[src/rtl/vga_timing_gen_if.sv]
// rtl/vga_timing_gen_if.sv - drawer/monitor signal bundle for vga_timing_gen (test_mode exists only with VGA_TEST_PATTERN_EN)
interface vga_timing_gen_if;
  logic [3:0]  red_in;
  logic [3:0]  green_in;
  logic [3:0]  blue_in;
`ifdef VGA_TEST_PATTERN_EN
  logic        test_mode;
`endif
  logic [31:0] col;
  logic [31:0] row;
  logic        video_on;
  logic        pix_en;
  logic        frame_start;
  logic        vblank;
  logic        hsync;
  logic        vsync;
  logic [3:0]  red;
  logic [3:0]  green;
  logic [3:0]  blue;

  modport master (
    input  red_in, green_in, blue_in,
`ifdef VGA_TEST_PATTERN_EN
    input  test_mode,
`endif
    output col, row, video_on, pix_en, frame_start, vblank,
    output hsync, vsync, red, green, blue
  );

  modport slave (
    output red_in, green_in, blue_in,
`ifdef VGA_TEST_PATTERN_EN
    output test_mode,
`endif
    input  col, row, video_on, pix_en, frame_start, vblank,
    input  hsync, vsync, red, green, blue
  );
endinterface

[src/rtl/vga_timing_gen.sv]
// rtl/vga_timing_gen.sv - 640x480@60 VGA timing with registered colour/sync; optional colour bars via VGA_TEST_PATTERN_EN
module vga_timing_gen #(
  parameter int unsigned CLK_DIV  = 2,
  parameter int unsigned H_ACTIVE = 640,
  parameter int unsigned H_FP     = 16,
  parameter int unsigned H_SYNC   = 96,
  parameter int unsigned H_BP     = 48,
  parameter int unsigned V_ACTIVE = 480,
  parameter int unsigned V_FP     = 10,
  parameter int unsigned V_SYNC   = 2,
  parameter int unsigned V_BP     = 33,
  parameter bit          SYNC_POL = 1'b0
) (
  input  logic             clk,
  input  logic             reset_n,
  vga_timing_gen_if.master vga
);

  localparam int unsigned H_TOTAL  = H_ACTIVE + H_FP + H_SYNC + H_BP;
  localparam int unsigned V_TOTAL  = V_ACTIVE + V_FP + V_SYNC + V_BP;
  localparam int unsigned HS_START = H_ACTIVE + H_FP;
  localparam int unsigned HS_END   = HS_START + H_SYNC;
  localparam int unsigned VS_START = V_ACTIVE + V_FP;
  localparam int unsigned VS_END   = VS_START + V_SYNC;
`ifdef VGA_TEST_PATTERN_EN
  localparam int unsigned BAR_W    = H_ACTIVE / 8;
`endif

  logic [31:0] div_q;
  logic [31:0] h_q;
  logic [31:0] v_q;
  logic        run_q;
  logic        pix_en;
  logic        video_on;
  logic        hs_raw;
  logic        vs_raw;
  logic [3:0]  red_src;
  logic [3:0]  green_src;
  logic [3:0]  blue_src;
  logic [3:0]  red_q;
  logic [3:0]  green_q;
  logic [3:0]  blue_q;
  logic        hsync_q;
  logic        vsync_q;

  // Pixel-clock divider: counts 0..CLK_DIV-1, strobe on the last count
  always_ff @(posedge clk or negedge reset_n) begin
    if (!reset_n)                div_q <= '0;
    else if (div_q == CLK_DIV-1) div_q <= '0;
    else                         div_q <= div_q + 32'd1;
  end

  // Run flag keeps video_on low while in reset, even though h=v=0 there
  always_ff @(posedge clk or negedge reset_n) begin
    if (!reset_n) run_q <= 1'b0;
    else          run_q <= 1'b1;
  end

  // Raster counters advance once per pixel strobe, wrapping line then frame
  always_ff @(posedge clk or negedge reset_n) begin
    if (!reset_n) begin
      h_q <= '0;
      v_q <= '0;
    end else if (pix_en) begin
      if (h_q == H_TOTAL-1) begin
        h_q <= '0;
        if (v_q == V_TOTAL-1) v_q <= '0;
        else                  v_q <= v_q + 32'd1;
      end else begin
        h_q <= h_q + 32'd1;
      end
    end
  end

  // Position decode: strobe, visibility and raw sync windows
  always_comb begin
    pix_en   = (div_q == CLK_DIV-1);
    video_on = run_q && (h_q < H_ACTIVE) && (v_q < V_ACTIVE);
    hs_raw   = (h_q >= HS_START) && (h_q < HS_END);
    vs_raw   = (v_q >= VS_START) && (v_q < VS_END);
  end

  // Colour source: drawer inputs, or colour bars across the visible width
  always_comb begin
    red_src   = vga.red_in;
    green_src = vga.green_in;
    blue_src  = vga.blue_in;
`ifdef VGA_TEST_PATTERN_EN
    if (vga.test_mode) begin
      red_src   = {4{vga.col >= 4*BAR_W}};
      green_src = {4{(vga.col % (4*BAR_W)) >= 2*BAR_W}};
      blue_src  = {4{(vga.col % (2*BAR_W)) >= BAR_W}};
    end
`endif
  end

  // Output stage: colour and sync registered together so they leave aligned
  always_ff @(posedge clk or negedge reset_n) begin
    if (!reset_n) begin
      red_q   <= 4'h0;
      green_q <= 4'h0;
      blue_q  <= 4'h0;
      hsync_q <= ~SYNC_POL;
      vsync_q <= ~SYNC_POL;
    end else if (pix_en) begin
      red_q   <= video_on ? red_src   : 4'h0;
      green_q <= video_on ? green_src : 4'h0;
      blue_q  <= video_on ? blue_src  : 4'h0;
      hsync_q <= hs_raw ? SYNC_POL : ~SYNC_POL;
      vsync_q <= vs_raw ? SYNC_POL : ~SYNC_POL;
    end
  end

  assign vga.pix_en      = pix_en;
  assign vga.video_on    = video_on;
  assign vga.col         = video_on ? h_q : 32'd0;
  assign vga.row         = video_on ? v_q : 32'd0;
  assign vga.vblank      = (v_q >= V_ACTIVE);
  assign vga.frame_start = pix_en && (h_q == 32'd0) && (v_q == 32'd0);
  assign vga.hsync       = hsync_q;
  assign vga.vsync       = vsync_q;
  assign vga.red         = red_q;
  assign vga.green       = green_q;
  assign vga.blue        = blue_q;

endmodule
[src/flat_wrapper.sv]
// flat-port wrapper written by rule: the top's interface ports become plain ports
module vga_timing_gen_flat 
#(
  parameter int unsigned CLK_DIV  = 2,
  parameter int unsigned H_ACTIVE = 640,
  parameter int unsigned H_FP     = 16,
  parameter int unsigned H_SYNC   = 96,
  parameter int unsigned H_BP     = 48,
  parameter int unsigned V_ACTIVE = 480,
  parameter int unsigned V_FP     = 10,
  parameter int unsigned V_SYNC   = 2,
  parameter int unsigned V_BP     = 33,
  parameter bit          SYNC_POL = 1'b0
)
  (clk, reset_n, vga_red_in, vga_green_in, vga_blue_in, vga_col, vga_row, vga_video_on, vga_pix_en, vga_frame_start, vga_vblank, vga_hsync, vga_vsync, vga_red, vga_green, vga_blue);
  vga_timing_gen_if vga_i ();
  input  logic clk;
  input  logic reset_n;
  input wire logic [$bits(vga_i.red_in)-1:0] vga_red_in;
  input wire logic [$bits(vga_i.green_in)-1:0] vga_green_in;
  input wire logic [$bits(vga_i.blue_in)-1:0] vga_blue_in;
  output wire logic [$bits(vga_i.col)-1:0] vga_col;
  output wire logic [$bits(vga_i.row)-1:0] vga_row;
  output wire logic [$bits(vga_i.video_on)-1:0] vga_video_on;
  output wire logic [$bits(vga_i.pix_en)-1:0] vga_pix_en;
  output wire logic [$bits(vga_i.frame_start)-1:0] vga_frame_start;
  output wire logic [$bits(vga_i.vblank)-1:0] vga_vblank;
  output wire logic [$bits(vga_i.hsync)-1:0] vga_hsync;
  output wire logic [$bits(vga_i.vsync)-1:0] vga_vsync;
  output wire logic [$bits(vga_i.red)-1:0] vga_red;
  output wire logic [$bits(vga_i.green)-1:0] vga_green;
  output wire logic [$bits(vga_i.blue)-1:0] vga_blue;
  assign vga_i.red_in = vga_red_in;
  assign vga_i.green_in = vga_green_in;
  assign vga_i.blue_in = vga_blue_in;
  assign vga_col = vga_i.col;
  assign vga_row = vga_i.row;
  assign vga_video_on = vga_i.video_on;
  assign vga_pix_en = vga_i.pix_en;
  assign vga_frame_start = vga_i.frame_start;
  assign vga_vblank = vga_i.vblank;
  assign vga_hsync = vga_i.hsync;
  assign vga_vsync = vga_i.vsync;
  assign vga_red = vga_i.red;
  assign vga_green = vga_i.green;
  assign vga_blue = vga_i.blue;
  vga_timing_gen #(.CLK_DIV(CLK_DIV), .H_ACTIVE(H_ACTIVE), .H_FP(H_FP), .H_SYNC(H_SYNC), .H_BP(H_BP), .V_ACTIVE(V_ACTIVE), .V_FP(V_FP), .V_SYNC(V_SYNC), .V_BP(V_BP), .SYNC_POL(SYNC_POL)) u_core (.clk(clk), .reset_n(reset_n), .vga(vga_i));
endmodule
[config.mk]
export PLATFORM = sky130hd
export DESIGN_NAME = vga_timing_gen_flat
export DESIGN_NICKNAME = d
export VERILOG_FILES = /design/src/rtl/vga_timing_gen_if.sv /design/src/rtl/vga_timing_gen.sv /design/src/flat_wrapper.sv
export SDC_FILE = /design/constraint.sdc
export NUM_CORES = 1
export LEC_CHECK = 0
export BUFFER_PORTS_ARGS = -buffer_cell sky130_fd_sc_hd__buf_2
export CAP_MARGIN = 20
export CORE_MARGIN = 2
export CORE_UTILIZATION = 35
export CTS_BUF_LIST = sky130_fd_sc_hd__clkbuf_2 sky130_fd_sc_hd__clkbuf_4 sky130_fd_sc_hd__clkbuf_8
export DETAILED_ROUTE_END_ITERATION = 16
export PLACE_DENSITY = 0.51
export RECOVER_POWER = 50
export SETUP_SLACK_MARGIN = 0.3
export SLEW_MARGIN = 15
export SYNTH_ARGS = -nofsm -noshare
export SYNTH_HDL_FRONTEND = slang
export SYNTH_SLANG_ARGS = --single-unit
[constraint.sdc]
create_clock -name clk -period 4.21 [get_ports clk]
set_input_delay 0.421 -clock clk [delete_from_list [all_inputs] [get_ports clk]]
set_output_delay 0.421 -clock clk [all_outputs]
set_load 0.01 [all_outputs]
## Word-level counts from Yosys, hierarchy flattened

Index checks and enable logic that the tools add are counted.

| cells by class | value |
|---|---|
| add/sub/neg operators | 3 |
| magnitude comparators | 7 |
| equality and inequality tests | 3 |
| multiplexer cells | 10 |
| reduce and logical (&&, ||, !) cells | 9 |

Operators by type and width:

| operator | count |
|---|---|
| $mux 32 | 5 |
| $add 32x1->32 const B | 3 |
| $eq 32x10->1 const B | 2 |
| $ge 32x9->1 const B | 2 |
| $logic_not 32->1 | 2 |
| $lt 32x10->1 const B | 2 |
| $lt 32x9->1 const B | 2 |
| $eq 32x1->1 const B | 1 |
| $ge 32x10->1 const B | 1 |
| $mux 4 | 3 |
| $logic_and 1x1->1 | 6 |
| $mux 1 | 2 |
| $reduce_and 2->1 | 1 |

| storage, ports and cells | value |
|---|---|
| register bits after elaboration | 111 |
| input port bits | 14 |
| output and inout port bits | 82 |

## Logic depth before layout (Yosys ltp)

Gate-level depths: netlist of the first run.

| depth | value |
|---|---|
| depth in word-level cells | 4 |
| mapped depth | 9 |

## Least setup slack after synthesis of the first run

No wires, ideal clock.

| path | value |
|---|---|
| kind | reg2out |
| from | register u_core.div_q[1] |
| to | output vga_frame_start |
| data arrival time | 2.243 ns |
| required time | 3.789 ns |
| slack | 1.546 ns |
| stages on the path, launching flop included | 10 |
| cell sequence | dfrtp_1 > inv_1 > ha_1 > nor4b_1 > nand4_1 > or2_2 > inv_1 > buf_1 > nand4_1 > nor3_1 |

| between the ends | value |
|---|---|
| word-level cells in the longest chain between the ends | 3 |

RTL lines:

| what | RTL line | source |
|---|---|---|
| from (decl) | vga_timing_gen.sv:29 | `logic [31:0] div_q;` |
| from (signal assigned) | vga_timing_gen.sv:50 | `else div_q <= div_q + 32'd1;` |
| $eq 32x1->1 | vga_timing_gen.sv:77 | `pix_en = (div_q == CLK_DIV-1);` |
| net vga_pix_en | flat_wrapper.sv:25 | `output wire logic [$bits(vga_i.pix_en)-1:0] vga_pix_en;` |
| $logic_and 1x1->1 (2 in a row) | vga_timing_gen.sv:119 | `assign vga.frame_start = pix_en && (h_q == 32'd0) && (v_q == 32'd0);` |
| to (decl) | flat_wrapper.sv:26 | `output wire logic [$bits(vga_i.frame_start)-1:0] vga_frame_start;` |

The timed path passes the listed nets, and every way through them passes these cells.

## Worst setup path after layout of the first run

| path | value |
|---|---|
| from | register u_core.h_q[30] |
| to | output vga_col[9] |

| between the ends | value |
|---|---|
| word-level cells in the longest chain between the ends | 4 |

RTL lines:

| what | RTL line | source |
|---|---|---|
| from (decl) | vga_timing_gen.sv:30 | `logic [31:0] h_q;` |
| from (signal assigned) | vga_timing_gen.sv:70 | `h_q <= h_q + 32'd1;` |
| $lt 32x10->1 | vga_timing_gen.sv:78 | `video_on = run_q && (h_q < H_ACTIVE) && (v_q < V_ACTIVE);` |
| $logic_and 1x1->1 (2 in a row) | vga_timing_gen.sv:78 |  |
| $mux 32 | vga_timing_gen.sv:116 | `assign vga.col = video_on ? h_q : 32'd0;` |
| to (decl) | flat_wrapper.sv:22 | `output wire logic [$bits(vga_i.col)-1:0] vga_col;` |

No other way between the ends.

==> results of run 1 <==
[critical path, cell delays in order, from the launching register on]
cell	delay (ns)
dfrtp_1	0.42
nor4_1	0.38
nand4_1	0.29
or3_1	0.41
or4b_1	0.51
buf_4	0.22
inv_1	0.26
and2_1	0.18
buf_2	0.13
[worst min path at each step]
stage	end	slack (ns)	cells past startpoint
finish	u_core.vga.green[3]	0.26	3
global route	u_core.vga.green[0]	0.22	3
global placement	u_core.div_q[31]	0.46	1
detailed placement	u_core.v_q[31]	0.47	1
CTS	u_core.div_q[2]	0.09	1
floorplan	u_core.div_q[0]	0.13	0
[flip-flops by register name, indices dropped and copies added (netlist names), 4 cells and up]
name              flops
u_core.h_q           32
u_core.div_q         32
u_core.v_q           32
u_core.vga.red        4
u_core.vga.blue       4
u_core.vga.green      4
[cell families (layout without fill, tap and decap cells)]
family,Yosys count,after routing
compound gates,32,32
xor+xnor,77,77
fa+ha+maj,6,6
buf+inv,87,98
flops,111,111
mux,8,8
other cells,2,46
simple gates,284,284
[Yosys cell counts, types with 3 or more instances]
| library cell | n |
|---|---|
| a21oi_1 | 7 |
| and2_1 | 13 |
| and3_1 | 14 |
| and4_1 | 8 |
| buf_2 | 4 |
| buf_4 | 45 |
| clkbuf_1 | 13 |
| dfrtp_1 | 109 |
| ha_1 | 6 |
| inv_1 | 22 |
| mux2_2 | 4 |
| nand2_1 | 59 |
| nand2b_1 | 3 |
| nand3_1 | 41 |
| nand4_1 | 39 |
| nor2_1 | 42 |
| nor3_1 | 14 |
| nor4_1 | 28 |
| o21ai_0 | 19 |
| or2_2 | 4 |
| or3_1 | 5 |
| xnor2_1 | 54 |
| xor2_1 | 23 |
[placed cells by master, fill, tap and decap left out, drive strengths merged, types with 3 or more instances in the layout]
cell type / count
dfrtp: 109
nand2: 59
xnor2: 54
conb: 46
buf: 44
nor2: 42
nand3: 42
nand4: 39
nor4: 30
clkbuf: 25
inv: 24
xor2: 23
o21ai: 19
nor3: 14
and3: 14
and2: 13
and4: 8
a21oi: 7
ha: 6
mux2: 6
or3: 5
or2: 4
nand2b: 3
or4: 3
clkinv: 3
[layout make-up]
class                           count  area, um2
Multi-Input combinational cell    453       2720
Timing Repair Buffer               60        303
Clock buffer                        9        124
Tap cell                          220        275
Clock inverter                      7       57.6
Sequential cell                   111       2780
Inverter                           22       82.6
Fill cell                        1697      10100
[through the flow]
step	util	hold slack [ns]	total power, mW	area [um2]
floorplan	-	0.125	1.16	6010
global placement	0.376	0.463	1.17	6190
detailed placement	0.376	0.467	1.17	6190
CTS	0.387	0.0861	1.79	6370
global route	0.385	0.222	1.84	6340
finish	0.385	0.260	1.75	6340
[power by group]
group	total [mW]	internal, mW	switching [mW]
Combinational	0.0670	0.0116	0.0553
Sequential	1.08	1.07	0.00367
Clock	0.610	0.223	0.388
[layer usage]
| metal | GRT usage | vias to the layer above | share of wire |
|---|---|---|---|
| li1 | - | 2108 | - |
| met1 | 0.197 | 2122 | 0.45 |
| met2 | 0.254 | 94 | 0.50 |
| met3 | 0.0388 | 13 | 0.041 |
| met4 | 0.0396 | 0 | 0.011 |
| met5 | 0 | - | 0 |
==> flow_metrics.env, run 1 <==
export IMPL_synth_edf_count=0
export IMPL_ant_nets=0
export IMPL_slew_headroom=-1.06
export IMPL_synth_top_area_frac=0.467
export IMPL_yosys_area_share_xor_xnor=0.115
export IMPL_wl_per_cell_um=14.5
export IMPL_final_nets=677
export IMPL_clock_sinks=111
export IMPL_min_from="vga_green_in[3]"
export IMPL_cts_resized=0
export IMPL_powerDensity_nw_per_um2=276
export IMPL_core_rowCount=47
export IMPL_synth_distinct_cells=44
export IMPL_tns_ns=0
export IMPL_r2r_cells=6
export IMPL_grt_antenna_before_repair=0
export IMPL_crit_fanout=21
export IMPL_die_area_um2=17700
export IMPL_synthSimpleGateAreaFrac=0.262
export IMPL_rsz0062_at_grt="false"
export IMPL_vdd_ir_drop_worst_mv=0.160
export IMPL_grt_max_degree=57
export IMPL_hold_buffers=0
export IMPL_die_h_um=133
export IMPL_diodes=0
export IMPL_synth_fa_ha_area_frac=0.0128
export IMPL_endpoint="vga_col[9]"
export IMPL_ios=96
export IMPL_grt_pass1_wl_mm=21.7
export IMPL_cts_root_buf="clkbuf_8"
export IMPL_hp_class="in -> reg"
export IMPL_drc=0
export IMPL_cap_violations=1
export IMPL_drtPass1Iterations=4
export IMPL_async_flop_share=1.00
export IMPL_ys_seq_area_frac=0.476
export IMPL_worstPathRequired_ns=3.79
export IMPL_hold_violations=0
export IMPL_layout_setup_ws_ns=0.608
export IMPL_cts_inserted_buffers=9
export IMPL_drive_gt1_frac=0.119
export IMPL_status="finished, violations left"
export IMPL_clkLatencyLatePin_ns=0.39
export IMPL_vias=4337
export IMPL_arrival_ns=3.18
export IMPL_synthesis_area_um2=5840
export IMPL_layoutNonFillerInstCount=882
export IMPL_grt_usage=0.152
export IMPL_synthTopCellsByArea="dfrtp_1, xnor2_1, buf_4"
export IMPL_rr_endpoint="u_core.v_q[18]"
export IMPL_core_um2=16500
export IMPL_portBuffers=50
export IMPL_r2r_start="u_core.h_q[24]"
export IMPL_gp_congestion=0.830
export IMPL_fp_dieW_um=133
export IMPL_setup_viol=0
export IMPL_syn2layout_area_growth_pct=8.54
export IMPL_reg2reg_setup_slack_ns=1.23
export IMPL_overflow=0
export IMPL_critPathLaunch="u_core.h_q[30]"
export IMPL_fmax_mhz=278
export IMPL_finalCriticalPeriod_ns=3.60
export IMPL_cts_max_level=3
export IMPL_muxShareOfSynthArea=0.0163
export IMPL_clk_path_buf_depth=2
export IMPL_synth_ff_type="dfrtp_1"
export IMPL_post_place_ws_ns=1.01
export IMPL_syn_avg_cell_area_um2=9.63
export IMPL_initial_core_util=0.355
export IMPL_synth_compound_area_frac=0.0298
export IMPL_final_max_slew_violation_count=57
export IMPL_syn_inst=607
export IMPL_postRouteWirelength_mm=12.8
export IMPL_p_leak_nw=2.95
export IMPL_dp_cells=866
export IMPL_grt_pass1_vias=4312
export IMPL_synth_top_family_by_area="simple AND/OR/NAND/NOR gates"
export IMPL_worstMarginPinSlew_ns=3.09
export IMPL_cts_setup_buffers=0
export IMPL_violations="capacitance limit, slew limit"
export IMPL_clkSlewWorstSetupHoldPaths_ns=0.11
export IMPL_dp_hpwl_mm=9.09
export IMPL_min_period_over_period=0.856
export IMPL_synth_top_area_cell="dfrtp_1"
export IMPL_skew_ns=0.0113
export IMPL_endpoint_kind="output port"
export IMPL_drtIter0Drc=214
export IMPL_viasPerCell=4.92
export IMPL_yosysWarnings=0
export IMPL_cts_tree="yes"
export IMPL_critPathKind="reg -> out"
export IMPL_synth_seq_cells=111
export IMPL_startpoint_type="flop"
Note: power is estimated with default switching activity, not from simulation.
==> run 2, diff against run 1 <==
GPL_TIMING_DRIVEN = 0   (was unset)
clock period = 4.7 ns   (was 4.21 ns; I/O delays follow)
==> run 2 against run 1 <==
Compared with the run above: the run still ends with capacitance limit, slew limit left; power shrank 8.2%; wire length grew 4.1%; first-iteration DRC count grew 1.4%; clock-buffer cell count is the same; sequential share of layout area shrank 2.6 points; design area grew 6.4%.
==> flow_metrics.env, run 2 (synthesis results as in run 1) <==
export IMPL_cts_inserted_buffers=9
export IMPL_cap_violations=1
export IMPL_slew_headroom=-1.01
export IMPL_layout_setup_ws_ns=0.859
export IMPL_final_max_slew_violation_count=54
export IMPL_grt_max_degree=59
export IMPL_hold_buffers=0
export IMPL_min_period_over_period=0.817
export IMPL_core_rowCount=47
export IMPL_max_stage_delay_ns=0.47
export IMPL_rsz0062_at_grt="false"
export IMPL_cts_resized=0
export IMPL_critPathKind="reg -> out"
export IMPL_arrival_ns=3.37
export IMPL_gp_congestion=0.865
export IMPL_cts_max_level=3
export IMPL_fp_dieW_um=133
export IMPL_worstMarginPinSlew_ns=3.02
export IMPL_vdd_ir_drop_worst_mv=0.128
export IMPL_hp_class="in -> reg"
export IMPL_status="finished, violations left"
export IMPL_tns_ns=0
export IMPL_overflow=0
export IMPL_clkSlewWorstSetupHoldPaths_ns=0.12
export IMPL_cts_tree="yes"
export IMPL_cpMostUsedCell="nand4_1"
export IMPL_powerDensity_nw_per_um2=238
export IMPL_viasPerCell=4.76
export IMPL_post_place_ws_ns=1.34
export IMPL_setup_viol=0
export IMPL_crit_fanout=10
export IMPL_final_common_cell="dfrtp_1"
export IMPL_clock_sinks=111
export IMPL_endpoint_kind="output port"
export IMPL_wl_per_cell_um=14.2
export IMPL_syn2layout_area_growth_pct=15.5
export IMPL_cts_root_buf="clkbuf_8"
export IMPL_diodes=0
export IMPL_skew_ns=0.0122
export IMPL_cts_setup_buffers=0
export IMPL_violations="capacitance limit, slew limit"
export IMPL_grt_pass1_wl_mm=22.4
export IMPL_drive_gt1_frac=0.172
export IMPL_portBuffers=50
export IMPL_p_leak_nw=3.21
export IMPL_ant_nets=0
export IMPL_die_h_um=133
export IMPL_startpoint_type="flop"
export IMPL_final_nets=735
export IMPL_slowest_stage="buf_1"
export IMPL_reg2reg_setup_slack_ns=1.87
export IMPL_fmax_mhz=260
export IMPL_core_um2=16500
export IMPL_final_cell_mix="dfrtp_1, nand2_1, xnor2_1, buf_4, conb_1"
export IMPL_fin_total_pwr_mw=1.61
export IMPL_clk_path_buf_depth=2
export IMPL_reg_top3="u_core.div_q (32), u_core.h_q (32), u_core.v_q (32)"
export IMPL_drtIter0Drc=217
export IMPL_drtPass1Iterations=4
export IMPL_postRouteWirelength_mm=13.3
export IMPL_cp_cell_sequence="nor4_1, nand4_1, or2_2, inv_1, buf_1, nand4_1, nor3_1, buf_2"
export IMPL_vias=4479
export IMPL_dp_hpwl_mm=9.67
export IMPL_ios=96
export IMPL_clkLatencyLatePin_ns=0.40
export IMPL_drc=0
export IMPL_hold_violations=0
export IMPL_worstPathRequired_ns=4.23
export IMPL_grt_antenna_before_repair=0
export IMPL_initial_core_util=0.355
export IMPL_finalCriticalPeriod_ns=3.84
export IMPL_grt_pass1_vias=4427
export IMPL_die_area_um2=17700
export IMPL_grt_usage=0.156
==> run 2: cell type report <==
cell class	count	area [um2]
fillers	1712	9720
well taps	220	275
flip-flops and latches	111	2780
repair buffers	53	279
multi-input cells	453	2730
inverters	22	82.6
clock buffers	9	124
clock inverters	7	55.1
plain buffers	65	425
==> run 2: metal layers <==
layer,global-route usage,part of all wire
met2,0.254,0.49
met4,0.0331,0.0080
met5,0,0
met3,0.0358,0.035
met1,0.213,0.47
==> run 2: where the power goes <==
group	total (mW)	internal (mW)	leakage (nW)	switching, mW
Combinational	0.0910	0.0366	1.60	0.0543
Sequential	0.963	0.960	1.51	0.00310
Clock	0.554	0.199	0.0866	0.356
Total	1.61	1.20	3.21	0.413
==> run 2: stage by stage <==
stage                     area, um2  utilization  instances  hold WS [ns]
after floorplan                6010            -        651         0.174
after global placement         6540        0.397        921         0.462
after detailed placement       6590        0.400        924         0.466
after CTS                      6770        0.411        940        0.0191
after global routing           6750        0.410        940         0.288
final                          6750        0.410        940         0.299
==> run 2: path summary, 6_finish.rpt <==
| check | to | startpoint | depth (start not counted) |
|---|---|---|---|
| setup / recovery | vga_frame_start | u_core.div_q[22] | 8 |
| hold / removal | u_core.vga.red[1] | vga_red_in[1] | 3 |
| setup reg to reg | u_core.h_q[7] | u_core.div_q[22] | 7 |
| hold reg to reg | u_core.div_q[31] | u_core.div_q[31] | 1 |
| max in group asynchronous | u_core.div_q[16] | reset_n | 1 |
| min in group asynchronous | u_core.vga.green[0] | reset_n | 1 |
==> run 2: critical path, delay by kind of cell (launching register included) <==
family	cells	cell delay [ns]
and+or+nand+nor	5	1.70
buffers and inverters	3	0.82
DFF	1	0.45
